==> src/rtl/qbcd_pkg.sv <==
// Shared types and constants for the binary-to-BCD quotient converter.
package qbcd_pkg;

   typedef enum logic [1:0] {
      IDLE  = 2'd0,
      SHIFT = 2'd1,
      DONE  = 2'd2
   } state_t;

   localparam int           BCD_W      = 4;
   localparam logic [3:0]   ADJ_THRESH = 4'd5;
   localparam logic [3:0]   ADJ_ADD    = 4'd3;

endpackage

==> src/rtl/bcd_digit_adj.sv <==
// Double-dabble digit correction: add 3 to a BCD digit holding 5 or more.
module bcd_digit_adj
   import qbcd_pkg::*;
(
   input  logic [BCD_W-1:0] d,
   output logic [BCD_W-1:0] q
);

   assign q = (d >= ADJ_THRESH) ? d + ADJ_ADD : d;

endmodule

==> src/rtl/quotient_bcd_conv.sv <==
// Sequential double-dabble converter: one binary bit per cycle, WIDTH cycles per result.
// Optional QBCD_LEADING_ZERO_BLANK_EN adds a digit_en output for leading-zero blanking.
module quotient_bcd_conv
   import qbcd_pkg::*;
#(
   parameter int WIDTH  = 32,
   parameter int DIGITS = 10
) (
   input  logic                      clk,
   input  logic                      rst,
   input  logic                      in_valid,
   output logic                      in_ready,
   input  logic [WIDTH-1:0]          bin_in,
   output logic                      out_valid,
   input  logic                      out_ready,
   output logic [BCD_W*DIGITS-1:0]   bcd_out
`ifdef QBCD_LEADING_ZERO_BLANK_EN
   ,
   output logic [DIGITS-1:0]         digit_en
`endif
);

   localparam int                BCD_TOT = BCD_W * DIGITS;
   localparam int                CNT_W   = $clog2(WIDTH + 1);
   localparam logic [CNT_W-1:0]  LAST    = CNT_W'(WIDTH - 1);

   state_t               state, state_nxt;
   logic [WIDTH-1:0]     bin_sr;
   logic [BCD_TOT-1:0]   bcd_work;
   logic [BCD_TOT-1:0]   bcd_adj;
   logic [BCD_TOT-1:0]   bcd_shifted;
   logic [BCD_TOT-1:0]   bcd_q;
   logic [CNT_W-1:0]     cnt;
   logic                 last_shift;

   genvar g;
   generate
      for (g = 0; g < DIGITS; g++) begin : g_adj
         bcd_digit_adj u_adj (
            .d (bcd_work[g*BCD_W +: BCD_W]),
            .q (bcd_adj[g*BCD_W +: BCD_W])
         );
      end
   endgenerate

   // The top BCD bit falls off the end; DIGITS is sized so it is always zero.
   assign bcd_shifted = BCD_TOT'({bcd_adj, bin_sr[WIDTH-1]});
   assign last_shift  = (cnt == LAST);

   always_comb begin
      state_nxt = state;
      in_ready  = 1'b0;
      out_valid = 1'b0;
      case (state)
         IDLE: begin
            in_ready = 1'b1;
            if (in_valid) state_nxt = SHIFT;
         end
         SHIFT: begin
            if (last_shift) state_nxt = DONE;
         end
         DONE: begin
            out_valid = 1'b1;
            if (out_ready) state_nxt = IDLE;
         end
         default: state_nxt = IDLE;
      endcase
   end

   // Working registers are separate from bcd_q so partial results never reach bcd_out.
   always_ff @(posedge clk) begin
      if (rst) begin
         state    <= IDLE;
         cnt      <= '0;
         bin_sr   <= '0;
         bcd_work <= '0;
         bcd_q    <= '0;
      end else begin
         state <= state_nxt;
         case (state)
            IDLE: begin
               if (in_valid) begin
                  bin_sr   <= bin_in;
                  bcd_work <= '0;
                  cnt      <= '0;
               end
            end
            SHIFT: begin
               bcd_work <= bcd_shifted;
               bin_sr   <= {bin_sr[WIDTH-2:0], 1'b0};
               cnt      <= cnt + 1'b1;
               if (last_shift) bcd_q <= bcd_shifted;
            end
            default: ;
         endcase
      end
   end

   assign bcd_out = bcd_q;

`ifdef QBCD_LEADING_ZERO_BLANK_EN
   always_comb begin
      logic seen;
      seen     = 1'b0;
      digit_en = '0;
      for (int i = DIGITS - 1; i >= 0; i--) begin
         if (bcd_q[i*BCD_W +: BCD_W] != '0) seen = 1'b1;
         digit_en[i] = seen;
      end
      digit_en[0] = 1'b1;
   end
`endif

endmodule
==> config.mk <==
export PLATFORM = sky130hd
export DESIGN_NAME = quotient_bcd_conv
export DESIGN_NICKNAME = d
export VERILOG_FILES = /design/src/rtl/qbcd_pkg.sv /design/src/rtl/bcd_digit_adj.sv /design/src/rtl/quotient_bcd_conv.sv
export SDC_FILE = /design/constraint.sdc
export NUM_CORES = 1
export LEC_CHECK = 0
export CORE_AREA = 4 4 123 125
export DETAILED_ROUTE_END_ITERATION = 12
export DIE_AREA = 0 0 127 129
export GPL_TIMING_DRIVEN = 0
export PLACE_DENSITY = 0.66
export RECOVER_POWER = 50
export SETUP_SLACK_MARGIN = 0.1
export SLEW_MARGIN = 20
export SYNTH_ARGS = -nofsm -noshare
export SYNTH_HDL_FRONTEND = slang
export SYNTH_HIERARCHICAL = 1
export SYNTH_SLANG_ARGS = --single-unit
==> constraint.sdc <==
create_clock -name clk -period 1.9 [get_ports clk]
set_input_delay 0.38 -clock clk [delete_from_list [all_inputs] [get_ports clk]]
set_output_delay 0.38 -clock clk [all_outputs]
set_load 0.01 [all_outputs]
After elaboration in Yosys (flattened, before gate mapping)
Index checks and enable logic that the tools add are counted.
{"block": "totals", "in_bits": 36, "out_inout_bits": 42, "regBits": 120}
{"block": "classes", "reduce_logical": 5, "n_mux": 22, "n_addsub": 11, "n_lt_le_gt_ge": 10, "eq_ne": 6}
{"op": "40-bit one-hot mux with 2 select lines", "count": 1}
{"op": "32-bit one-hot mux with 2 select lines", "count": 1}
{"op": "4-bit by 3-bit >= comparator with 1-bit output (second input constant)", "count": 10}
{"op": "40-bit 2-to-1 mux", "count": 1}
{"op": "4-bit by 2-bit adder with 4-bit output (second input constant)", "count": 9}
{"op": "4-bit 2-to-1 mux", "count": 9}
{"op": "32-bit 2-to-1 mux", "count": 1}
{"op": "6-bit one-hot mux with 2 select lines", "count": 1}
{"op": "6-bit by 1-bit adder with 6-bit output (second input constant)", "count": 1}
{"op": "6-bit by 5-bit == test with 1-bit output (second input constant)", "count": 1}
{"op": "2-bit 2-to-1 mux", "count": 3}
{"op": "6-bit 2-to-1 mux", "count": 1}
{"op": "2-bit inequality test (second input constant)", "count": 3}
{"op": "2-bit one-hot mux with 3 select lines", "count": 1}
{"op": "2-bit AND reduction", "count": 2}
{"op": "3-bit by 2-bit adder with 3-bit output (second input constant)", "count": 1}
{"op": "3-bit 2-to-1 mux", "count": 1}
{"op": "3-bit AND reduction", "count": 1}
{"op": "2-bit by 1-bit == test with 1-bit output (second input constant)", "count": 1}
{"op": "2-bit == test (second input constant)", "count": 1}
{"op": "2-bit logical NOT", "count": 1}
{"op": "1-bit 2-to-1 mux", "count": 2}
{"op": "2-bit nonzero test", "count": 1}

Logic depth before layout (Yosys ltp)
{"block": "logic_depth", "ltp_word": 3, "mapped_depth": 7, "mapped_depth_nobuf": 7}

Modules after synthesis
The synthesis kept the hierarchy.
{"module": "quotient_bcd_conv", "n_inst": 1, "seq_area_each_um2": 2402.3, "cells_each": 567, "area_per_inst_um2": 5222.5}
{"module": "bcd_digit_adj", "n_inst": 10, "seq_area_each_um2": 0.0, "cells_each": 16, "area_per_inst_um2": 101.3}

Worst setup path before layout
OpenSTA, ideal clock, no wires.
{"block": "synth_path", "path_kind": "register to register", "startpoint": "reg cnt[0]", "endpoint": "reg bcd_q[0] (netlist: bcd_out[0])", "path_buffers": 1, "path_slack_ps": 469, "arrival_time_ps": 1359, "setup_time_ps": 72, "path_stages_with_launch": 6, "cell_sequence": "dfxtp_1 ha_1 nand2_1 nor3_4 buf_8 mux2i_1"}
{"block": "synth_via", "elab_chain_cells": 2}
{"element": "from (decl)", "line": "quotient_bcd_conv.sv:33", "rtl": "logic [CNT_W-1:0] cnt;"}
{"element": "from (signal assigned)", "line": "quotient_bcd_conv.sv:91", "rtl": "cnt <= cnt + 1'b1;"}
{"element": "6-bit by 5-bit == test with 1-bit output", "line": "quotient_bcd_conv.sv:48", "rtl": "assign last_shift = (cnt == LAST);"}
{"element": "2-bit AND reduction (no source line)"}
{"element": "to (signal assigned)", "line": "quotient_bcd_conv.sv:92", "rtl": "if (last_shift) bcd_q <= bcd_shifted;"}
{"element": "to (decl)", "line": "quotient_bcd_conv.sv:32", "rtl": "logic [BCD_TOT-1:0] bcd_q;"}
Every way passes these cells.
A chain may end at the register's enable or synchronous reset.

Worst setup path in the final report
{"block": "layout_path", "startpoint": "reg state[0]", "endpoint": "out in_ready"}
{"block": "layout_via", "elab_chain_cells": 2}
{"element": "from (decl)", "line": "quotient_bcd_conv.sv:27", "rtl": "state_t state, state_nxt;"}
{"element": "from (signal assigned)", "line": "quotient_bcd_conv.sv:79", "rtl": "state <= state_nxt;"}
{"element": "2-bit logical NOT", "line": "quotient_bcd_conv.sv:54", "rtl": "case (state)"}
{"element": "1-bit 2-to-1 mux", "line": "quotient_bcd_conv.sv:54"}
{"element": "to (decl)", "line": "quotient_bcd_conv.sv:12", "rtl": "output logic in_ready,"}
Every way passes these cells.

==> summary.md <==
| Metric | Value |
|---|---|
| Initial antenna violation count | `0` |
| Via-per-instance ratio | `between 5 and 6` |
| Initial Util | `44.8%` |
| Horiz. Die Dim | `127 microns` |
| Crit-path max FO | `10` |
| Max Transition Viols Final | `0` |
| # fillers | `1273` |
| Vias in the first global route | `roughly 5200` |
| Final Hold Vio Count | `0` |
| Drt pass-1 iters | `5` |
| Slew @ Worst Pin | `532 ps` |
| Crit path DAT | `approximately 1400 ps` |
| Clk sinks | `between 100 and 150` |
| H-Tree Depth | `4` |
| PwrDens | `between 800 and 900 nW/um^2` |
| CTS tree | `built` |
| Initial DRC count | `370` |
| Endpoints failing setup | `0` |
| Clock skew | `~8.1 ps` |
| Sum Neg Setup Slack | `0 ps` |
| Crit. End Element | `output port` |
| GP Congestion | `approximately 0.84` |
| Area of the core | `approximately 14000 sq um` |
| Critical path startpoint category | `register` |
| Slew Limit Headroom | `around 65%` |
| Final core utilization | `56.1%` |
| Grt ovf | `0` |
| DRC Markers | `0` |
| Area added between synthesis and finish | `25.3%` |
| Worst-path clk slew | `50 ps` |
| Num ports | `78` |
| Detailed Route WL | `13500 microns` |
| Max cap viols | `0` |
| Max IR drop VDD | `0.000501 V` |
| Final worst path period need | `1740 ps` |
| CTS hold repair buffers | `0` |
| Largest net degree at the start of global routing | `17` |
| Via count | `5161` |
| Antenna diodes | `0` |
| Placement Rows | `43` |
| RSZ-0062 raised after global routing | `yes` |
| Nets | `about 900` |
| Final ANT Viol Nets | `0` |
| Clock buffer depth | `2` |
| Pleak | `2.92 nW` |
| Fin crit share | `91.3%` |
| Critical path class | `reg -> out` |
| Hpwl dp | `between 9000 and 10000 microns` |
| IO buf count | `75` |
| Outcome | `finished, final reports clean` |
| First-pass GRT wire length | `23300 microns` |
| Root Driver | `clkbuf_16` |
| Layout cell share with drive strength beyond 1 | `between 10% and 20%` |
| Worst hold path class | `reg -> reg` |
| Die area | `around 16000 sq um` |
| Synth Instances | `723` |
| Die height | `129 microns` |
| Syn nets | `780` |
| Post-Syn Area per Cell | `about 8.6 sq um` |
| Clock Latency Late Sink | `410 ps` |
| Worst EP required | `1520 ps` |
| CTS Buf Count | `17` |
| Routed len/inst | `~13 microns` |
| Max Clock Freq | `0.576 GHz` |
| Synthesis Warnings | `6` |
| Synthesized area | `between 6000 and 7000 sq um` |
| Global-route total usage across every layer | `17.3%` |
[metrics by stage]
step	area, sq um	power, mW	cells	setup WS, ps	hold slack (ps)
floorplan	6220	2.99	723	469	450
global placement	7190	3.15	978	47.5	457
detailed placement	7190	3.16	978	57.1	462
CTS	7800	6.48	1010	94.8	473
global route	7790	6.65	1010	48.3	488
finish	7790	6.40	1010	165	467
[path summary, 6_finish.rpt]
check,from,to,slack (ps),cells past startpoint
max,state[0],in_ready,160,5
min,bcd_out[23],bcd_out[23],470,2
max reg2reg,state[0],cnt[3],190,6
min reg2reg,bcd_out[23],bcd_out[23],470,2
[timing repair]
item | in CTS | in global routing
buffers inserted | 0 | 0
pin swaps | 0 | 1
endpoints found under the setup margin | 2 | 26
resized for setup | 9 | 2
[sequential cells by signal, summed over array words and instances (netlist names)]
name / count
bin_sr: 32
state: 2
bcd_out: 40
cnt: 6
bcd_work: 40
[power breakdown]
group | internal, mW | switching (mW)
Sequential | 2.58 | 0.0324
Combinational | 0.239 | 0.246
Clock | 2.19 | 1.12
Total | 5.01 | 1.39
[metal layers]
| layer | share of wire (%) | GRT usage [%] |
|---|---|---|
| met1 | 47 | 21.2 |
| met2 | 48 | 29.0 |
| met3 | 3.5 | 3.78 |
| met4 | 0.62 | 7.82 |
| met5 | 0 | 0 |
[cells in the final DEF, fill, tap and decap left out, types with 2 or more instances in the layout]
cell type	instances
buf_6	3
or3b_1	12
nand3_1	5
clkdlybuf4s50_1	71
or3b_2	12
or3_1	2
nor2_1	93
clkbuf_16	17
buf_2	13
o21ai_0	9
a211oi_1	7
a22o_1	7
inv_1	28
dlygate4sd3_1	2
nand2_1	44
bufinv_16	3
nor2b_1	2
clkbuf_1	25
or2b_1	2
nor3_1	25
clkinv_2	6
clkbuf_2	6
a21oi_2	9
xnor2_1	10
buf_8	4
clkbuf_8	4
nand2b_1	123
o21ai_1	9
a31oi_1	2
a22oi_1	41
a21oi_1	26
ha_1	21
buf_4	2
mux2i_1	51
dfxtp_1	120
[layout make-up]
class | count | area [sq um] | area share [%]
plain buffers | 49 | 280 | 3.60
clock buffers | 23 | 488 | 6.27
clock inverters | 9 | 120 | 1.54
inverters | 28 | 105 | 1.35
multi-input cells | 526 | 3420 | 44.0
flip-flops and latches | 120 | 2400 | 30.9
well taps | 180 | 225 | 2.89
repair buffers | 75 | 741 | 9.51
[worst max-delay path, stage by stage (launching register included)]
cell     delay (ps)
dfxtp_1         300
buf_6           130
buf_6           140
buf_6           140
nor2_4           90
buf_2           140
Power figures use the tool's default switching activity.
